`config.mk`:
```
export PLATFORM = sky130hd
export DESIGN_NAME = divide_ramp_ctrl
export DESIGN_NICKNAME = d
export VERILOG_FILES = /design/src/rtl/divide_ramp_ctrl.sv
export SDC_FILE = /design/constraint.sdc
export NUM_CORES = 1
export LEC_CHECK = 0
export ABC_CLOCK_PERIOD_IN_PS = 9000
export BUFFER_PORTS_ARGS = -buffer_cell sky130_fd_sc_hd__buf_2
export CAP_MARGIN = 40
export CORE_ASPECT_RATIO = 1.75
export CORE_MARGIN = 2
export CORE_UTILIZATION = 55
export CTS_CLUSTER_SIZE = 10
export DETAILED_ROUTE_END_ITERATION = 10
export MAX_ROUTING_LAYER = met4
export PLACE_DENSITY = 0.74
export REMOVE_ABC_BUFFERS = 1
export SETUP_SLACK_MARGIN = 0.3
export SYNTH_ARGS = -nofsm -noshare
export SYNTH_HDL_FRONTEND = slang
export SYNTH_SLANG_ARGS = --single-unit
export TNS_END_PERCENT = 10
```
`constraint.sdc`:
```
create_clock -name clk -period 9 [get_ports clk]
set_input_delay 0.45 -clock clk [delete_from_list [all_inputs] [get_ports clk]]
set_output_delay 0.45 -clock clk [all_outputs]
set_load 0.005 [all_outputs]
```
`src/rtl/divide_ramp_ctrl.sv`:
```
// Ratio slew controller for the integer clock divider: accepts a target ratio and
// walks divide_out toward it in bounded hops, holding each value for a dwell period.
module divide_ramp_ctrl #(
    parameter int WIDTH     = 8,
    parameter int DWELL     = 512,
    parameter int RESET_DIV = 0
) (
    input  logic             clk,
    input  logic             rst_n,
    input  logic             req_valid,
    output logic             req_ready,
    input  logic [WIDTH-1:0] req_target,
    input  logic [WIDTH-1:0] req_step,
    input  logic             abort,
    output logic [WIDTH-1:0] divide_out,
    output logic             busy,
    output logic             done
);

    localparam int CNT_W = (DWELL > 1) ? $clog2(DWELL) : 1;

    typedef enum logic [1:0] {
        S_IDLE,
        S_STEP,
        S_DWELL
    } state_e;

    state_e           state_q, state_d;
    logic [WIDTH-1:0] div_q, div_d;
    logic [WIDTH-1:0] tgt_q, tgt_d;
    logic [WIDTH-1:0] stp_q, stp_d;
    logic [CNT_W-1:0] cnt_q, cnt_d;
    logic             busy_q, busy_d;
    logic             done_q, done_d;

    logic                    xfer;
    logic [WIDTH:0]          up_sum;
    logic signed [WIDTH+1:0] dn_diff;
    logic [WIDTH-1:0]        hop_val;

    assign req_ready  = rst_n && (state_q == S_IDLE);
    assign xfer       = req_valid && req_ready;
    assign divide_out = div_q;
    assign busy       = busy_q;
    assign done       = done_q;

    // Extra headroom bits keep the up-sum from wrapping and the down-difference from going unsigned.
    always_comb begin
        up_sum  = {1'b0, div_q} + {1'b0, stp_q};
        dn_diff = $signed({2'b00, div_q}) - $signed({2'b00, stp_q});
        if (tgt_q > div_q) begin
            hop_val = (up_sum > {1'b0, tgt_q}) ? tgt_q : up_sum[WIDTH-1:0];
        end else begin
            hop_val = (dn_diff < $signed({2'b00, tgt_q})) ? tgt_q : dn_diff[WIDTH-1:0];
        end
    end

    always_comb begin
        // NOTE: every next-state value starts from its held value so no path can infer a latch.
        state_d = state_q;
        div_d   = div_q;
        tgt_d   = tgt_q;
        stp_d   = stp_q;
        cnt_d   = cnt_q;
        done_d  = 1'b0;

        case (state_q)
            S_IDLE: begin
                if (xfer) begin
                    tgt_d = req_target;
                    stp_d = (req_step == '0) ? WIDTH'(1) : req_step;
                    if (req_target == div_q) begin
                        done_d = 1'b1;
                    end else begin
                        state_d = S_STEP;
                    end
                end
            end
            S_STEP: begin
                if (abort) begin
                    state_d = S_IDLE;
                    cnt_d   = '0;
                end else begin
                    div_d   = hop_val;
                    cnt_d   = CNT_W'(DWELL - 1);
                    state_d = S_DWELL;
                end
            end
            S_DWELL: begin
                if (abort) begin
                    state_d = S_IDLE;
                    cnt_d   = '0;
                end else if (cnt_q == '0) begin
                    if (div_q == tgt_q) begin
                        state_d = S_IDLE;
                        done_d  = 1'b1;
                    end else begin
                        state_d = S_STEP;
                    end
                end else begin
                    cnt_d = cnt_q - CNT_W'(1);
                end
            end
            default: begin
                state_d = S_IDLE;
            end
        endcase

        busy_d = (state_d != S_IDLE);
    end

    // NOTE: sequential state uses non-blocking assignments only; all next values come from the comb block.
    always_ff @(posedge clk) begin
        if (!rst_n) begin
            state_q <= S_IDLE;
            div_q   <= WIDTH'(RESET_DIV);
            tgt_q   <= '0;
            stp_q   <= '0;
            cnt_q   <= '0;
            busy_q  <= 1'b0;
            done_q  <= 1'b0;
        end else begin
            state_q <= state_d;
            div_q   <= div_d;
            tgt_q   <= tgt_d;
            stp_q   <= stp_d;
            cnt_q   <= cnt_d;
            busy_q  <= busy_d;
            done_q  <= done_d;
        end
    end

endmodule
```
==> impl_metrics.toml, run 1 <==
[placed_design]
gp_routability_congestion = 0.910
place_area_sq_um = 3300
dp_cells = 503
io_buffer_count = 30
pre_cts_ws_ps = 5140
dp_hpwl_mm = 6.25

[clock_tree]
cts_made_buffers = 5
ctsResizeCount = 0
cts_root_buffer = "clkbuf_8"
clockBufferDepth = 2
cts.sinks = 37
insertion_delay_ps = 290
post_cts_buffers = 0
ctsHtreeMaxLevel = 2
holdBufCountCts = 0
clk_pin_slew_ps = 80
cts_tree = "done"

[power_and_ir_drop]
totalPowerFinal_uw = 503
leakagePower_nw = 1.40
powerDensity_nw_per_um2 = 148
vdd_drop_max_uv = 89.4

[global_route]
grt_max_degree = 38
grt-ovfl-total = 0
grt_pass1_vias = 2973
track_usage_pct = 28.4
antenna_found_initial = 0
grt_pass1_wl_mm = 13.6

[setup_path]
path_depth = 13
worstSetupEndpoint = "divide_out[3]$_SDFFE_PN0P_"
critical_path_class = "reg2reg"
crit_path_start_kind = "register"
startpoint = "divide_out[2]$_SDFFE_PN0P_"
critPathCaptureType = "register"
critPathRequiredTime_ps = 9190
cp.arrival_ps = 4110
cpMaxStageDelayCell = "a2111oi_0"
reg2reg_to = "divide_out[3]$_SDFFE_PN0P_"
rr_worst_depth = 13
critPathMaxFanout = 13
cpLargestDelayFamily = "compound AO/OA/AOI/OAI gates"
crit_path_max_incr_delay_ps = 500
crit_chain = "ha_1 -> nand2b_1 -> a221oi_1 -> nor2_1 -> o21ai_0 -> xnor2_1 -> ha_1 -> or4_1 -> a2111oi_0 -> o32ai_2 -> nand2_1 -> o21ai_1 -> a221oi_1"
r2r_start = "divide_out[2]$_SDFFE_PN0P_"
r2r_setup_slack_ps = 5080
crit_buf_inv = 0

[detailed_routing]
viasPerCell = 5.73
wirelength_mm = 7.96
drt_pre_antenna_iters = 4
drc = 0
vias = 2921
wire_per_inst_microns = 15.6
drt_iter0_drc = 106
detail-route-antenna-nets = 0

[sta]
drv_slew = 0
relSlewSlack_pct = 41.9
setup_viol = 0
finalHoldViolCount = 0
fin_crit_sh_pct = 43.6
tns_ps = 0
max_slew.worst_pin.slew_ps = 872
finalCriticalPeriod_ps = 3920
fin_ws_ps = 5080
clock.fmax_mhz = 255
grt_setup_unrepaired = "no"
whs_ps = 403
finClkSkew_ps = 11.3

[cells_and_area]
n_antenna_cell = 0
drive_above_1_share_pct = 9.68
final_common_cell = "nand2_1"
post-route-cell-area_sq_um = 3390
area_delta_synth_final_pct = 8.36
fin_util_pct = 61.2
finalNonFillerCells = 510
fin_nets = 496
final_cell_mix = "nand2_1, ha_1, inv_1, dfxtp_1, nor2_1"

[synthesis]
ys_seq_area_share_pct = 23.7
synth.mux.area_fraction_pct = 1.96
synth_top_family_by_area = "compound AO/OA/AOI/OAI gates"
synth-compound-area-share_pct = 25.4
synth_ff_type = "dfxtp_1"
async_flop_share_pct = 0
synth_edf_count = 0
ys_seq_elements = 37
yosys_warnings = 0
syn_inst = 415
synthSimpleGateAreaFrac_pct = 19.8
synthAdderAreaFrac_pct = 17.3
synth_cell_types = 53
syn_area_sq_um = 3130
synth_xor_area_share_pct = 4.76
avgSynthCellArea_sq_um = 7.54

[run_status]
status = "finished clean"

[floorplan]
dieArea_sq_um = 6330
top_level_ports = 31
die_y_microns = 104
start_util_pct = 56.5
die_x_microns = 61.0
fp.coreArea_sq_um = 5540
rows = 36

[worst_hold_path]
hold_depth = 3
hp-class = "in2reg"

[run]
drv_cap = 0
==> registers in the layout, indices dropped and copies added (netlist names) <==
name and flops:
divide_out 8, tgt_q 8, stp_q 8, busy 1
cnt_q 9, done 1, state_q 2
==> area by class of cell <==
type	count	area [sq um]
clock buffers	7	86.3
fillers	535	2150
inverters	39	146
multi-input cells	320	2160
flip-flops and latches	37	741
well taps	76	95.1
repair buffers	31	158
==> metal layers <==
metal  track usage (%)  up-vias  wire, microns
met1              29.2     1359           3040
met5                 -        -              0
met3              2.37       21            130
li1                  -     1493              -
met2              52.1       48           4500
met4              10.7        0            290
==> cell usage after synthesis (2+ instances only) <==
cell type / instances / area (sq um)
nor3_1: 7 / 35.0
nor4_1: 2 / 12.5
a21o_1: 4 / 30.0
clkbuf_1: 16 / 60.1
fa_1: 2 / 40.0
dfxtp_1: 37 / 741
a21boi_1: 7 / 52.6
a21boi_0: 12 / 90.1
o2111ai_1: 2 / 17.5
nand4_1: 6 / 37.5
nand3_1: 3 / 15.0
nand2b_1: 7 / 43.8
xnor2_1: 14 / 123
buf_2: 2 / 10.0
o21ai_0: 22 / 110
nor2_1: 32 / 120
o21a_1: 3 / 22.5
a221oi_1: 9 / 78.8
inv_1: 39 / 146
o21ai_1: 12 / 60.1
xor2_1: 3 / 26.3
mux2i_1: 5 / 50.1
a21oi_1: 29 / 145
and2_1: 4 / 25.0
a31oi_1: 5 / 31.3
nor2b_1: 7 / 43.8
nand2_1: 53 / 199
a2111oi_0: 2 / 17.5
a211oi_1: 3 / 22.5
o211ai_1: 4 / 30.0
ha_1: 40 / 500
==> worst register-to-register path: stages (launching register included) <==
cell,delay (ps)
dfxtp_1,440
ha_1,380
nand2b_1,220
a221oi_1,320
nor2_1,80
o21ai_0,220
xnor2_1,130
ha_1,210
or4_1,480
a2111oi_0,500
o32ai_2,340
nand2_1,150
o21ai_1,80
a221oi_1,300
==> where the power goes <==
group | total (mW) | switching (mW) | internal (mW)
Clock | 0.121 | 0.0597 | 0.0609
Combinational | 0.200 | 0.115 | 0.0849
Sequential | 0.183 | 0.0107 | 0.172
==> logic make-up (layout without fill, tap and decap cells) <==
family	after synthesis	in the layout
multiplexers	6	6
buffers and inverters	58	77
AO/OA/AOI/OAI	123	123
flip-flops	37	37
AND/OR/NAND/NOR	132	132
adder cells (fa/ha/maj)	42	42
XOR/XNOR	17	17
==> worst min-delay path by stage <==
stage                     startpoint                    end
3_3_place_gp   cnt_q[1]$_SDFFE_PN0P_  cnt_q[1]$_SDFFE_PN0P_
2_1_floorplan  cnt_q[1]$_SDFFE_PN0P_  cnt_q[1]$_SDFFE_PN0P_
6_report                 req_step[7]  stp_q[7]$_SDFFE_PN0P_
5_1_grt                  req_step[7]  stp_q[7]$_SDFFE_PN0P_
3_5_place_dp   cnt_q[1]$_SDFFE_PN0P_  cnt_q[1]$_SDFFE_PN0P_
4_1_cts                  req_step[7]  stp_q[7]$_SDFFE_PN0P_
Power figures use the tool's default switching activity.
==> run 2, diff against run 1 <==
Settings changed: ABC_CLOCK_PERIOD_IN_PS 9000 to 3600, CORE_UTILIZATION 55 to 54, PLACE_DENSITY 0.74 to 0.76.
Clock period 9 ns to 3.6 ns, I/O delays scaled along.
==> run 2 against run 1 <==
  * Die area up 1.7%
  * Sequential share of layout area shrank 2.5 points
  * Flip-flop and latch count unchanged
  * Combinational power rose to 3.4 times the previous value
  * Design area grew 15%
  * Via count rose by 9.2%
  * Clock skew is essentially flat
  * Power rose to 3.0 times the previous value
  * Utilization up 8.4 points
  * Cell count increased by 6.1%
  * Largest power group unchanged
  * Highest routed layer unchanged
==> impl_metrics.toml, run 2 (synthesis gave the netlist of run 1 again) <==
[global_route]
track_usage_pct = 31.1
antenna_found_initial = 0
grt-ovfl-total = 0
grt_max_degree = 38
grt_pass1_wl_mm = 14.6
grt_pass1_vias = 3182

[setup_path]
r2r_start = "divide_out[0]$_SDFFE_PN0P_"
cp.arrival_ps = 3560
reg2reg_to = "divide_out[2]$_SDFFE_PN0P_"
rr_worst_depth = 17
critPathRequiredTime_ps = 3790
critPathMaxFanout = 7
critical_path_class = "reg2reg"
crit_path_start_kind = "register"
r2r_setup_slack_ps = 230
critPathCaptureType = "register"

[run_status]
status = "finished clean"

[detailed_routing]
drt_iter0_drc = 202
vias = 3190
detail-route-antenna-nets = 0
wire_per_inst_microns = 16.8
wirelength_mm = 9.10
drc = 0
drt_pre_antenna_iters = 5
viasPerCell = 5.90

[sta]
whs_ps = 119
grt_setup_unrepaired = "yes"
finalHoldViolCount = 0
fin_ws_ps = 233
drv_slew = 0
finalCriticalPeriod_ps = 3370
fin_crit_sh_pct = 93.5
relSlewSlack_pct = 34.8
setup_viol = 0
tns_ps = 0
clock.fmax_mhz = 297
max_slew.worst_pin.slew_ps = 971
finClkSkew_ps = 11.3

[power_and_ir_drop]
powerDensity_nw_per_um2 = 392
vdd_drop_max_uv = 306
leakagePower_nw = 1.61

[cells_and_area]
finalNonFillerCells = 541
largest_reg_flops = 9
final_cell_mix = "nand2_1, inv_1, ha_1, dfxtp_1, buf_2"
top_register = "cnt_q"
area_delta_synth_final_pct = 24.2
drive_above_1_share_pct = 23.4
nFillCells = 492
n_antenna_cell = 0
post-route-cell-area_sq_um = 3880
final_common_cell = "nand2_1"
multiInputGateArea_sq_um = 2390
regArea_sq_um = 751
fin_nets = 526

[placed_design]
dp_hpwl_mm = 6.54
gp_routability_congestion = 0.932
dp_cells = 519
pre_cts_ws_ps = -218
place_area_sq_um = 3420
io_buffer_count = 30

[floorplan]
top_level_ports = 31
fp.coreArea_sq_um = 5590
start_util_pct = 56.0
rows = 36
die_x_microns = 61.5
dieArea_sq_um = 6440
die_y_microns = 105

[clock_tree]
cts_root_buffer = "clkbuf_8"
clockBufferDepth = 2
ctsHtreeMaxLevel = 2
clk_pin_slew_ps = 80
cts_made_buffers = 5
holdBufCountCts = 0
cts.sinks = 37
cts_tree = "done"
insertion_delay_ps = 310

[run]
drv_cap = 0

[worst_hold_path]
hp-start = "req_target[5]"
hp-class = "in2reg"
min_to = "tgt_q[5]$_SDFFE_PN0P_"
hold_depth = 3
run 2: metal layers:
| metal | part of all wire [%] | GRT usage (%) |
|---|---|---|
| met1 | 36 | 31.3 |
| met2 | 54 | 53.2 |
| met3 | 3.5 | 4.33 |
| met4 | 5.7 | 18.7 |
| met5 | 0 | - |
run 2: through the flow:
step	power (mW)	utilization [%]
after floorplan	0.818	-
after global placement	0.967	61.3
after detailed placement	0.982	61.3
after CTS	1.51	69.4
after global routing	1.60	69.6
final	1.52	69.6
run 2: worst max-delay path by stage:
stage / from / end / slack, ps / cells past startpoint
after floorplan: divide_out[0]$_SDFFE_PN0P_ / divide_out[7]$_SDFFE_PN0P_ / -140 / 13
after global placement: stp_q[2]$_SDFFE_PN0P_ / divide_out[2]$_SDFFE_PN0P_ / 0.1 / 14
after detailed placement: stp_q[2]$_SDFFE_PN0P_ / divide_out[2]$_SDFFE_PN0P_ / -220 / 14
after CTS: divide_out[0]$_SDFFE_PN0P_ / divide_out[0]$_SDFFE_PN0P_ / 310 / 17
after global routing: divide_out[1]$_SDFFE_PN0P_ / divide_out[1]$_SDFFE_PN0P_ / 90 / 18
final: divide_out[0]$_SDFFE_PN0P_ / divide_out[2]$_SDFFE_PN0P_ / 230 / 17
run 2: timing repair:
action,in CTS,in global routing
gates resized for setup,51,2
pin swaps,20,7
cloned,1,0
setup buffers,13,0
endpoints found under the setup margin,8,8
run 2: worst max-delay path, stage by stage (launching register included):
cell and delay (ps):
dfxtp_2 350, buf_6 130, inv_4 50, ha_4 120, inv_2 40, fa_2 410
buf_4 160, a21oi_1 120, o21ai_0 100, o21a_1 130, ha_1 290, a21o_1 210
a2111oi_4 340, a221oi_2 130, buf_4 200, nor2_2 120, a21oi_2 50, a221oi_2 290
run 2: report_power, final:
part	total (mW)	switching, mW	internal (mW)
clock	0.381	0.155	0.226
sequential	0.455	0.0243	0.431
combinational	0.686	0.372	0.314
total	1.52	0.551	0.971
run 2: final cells by class:
type	count	share of cell area, %
inverter	39	3.83
multi-input combinational	320	61.4
timing repair buffer	61	9.98
clock inverter	1	0.773
sequential	37	19.3
clock buffer	7	2.22
tap	76	2.45
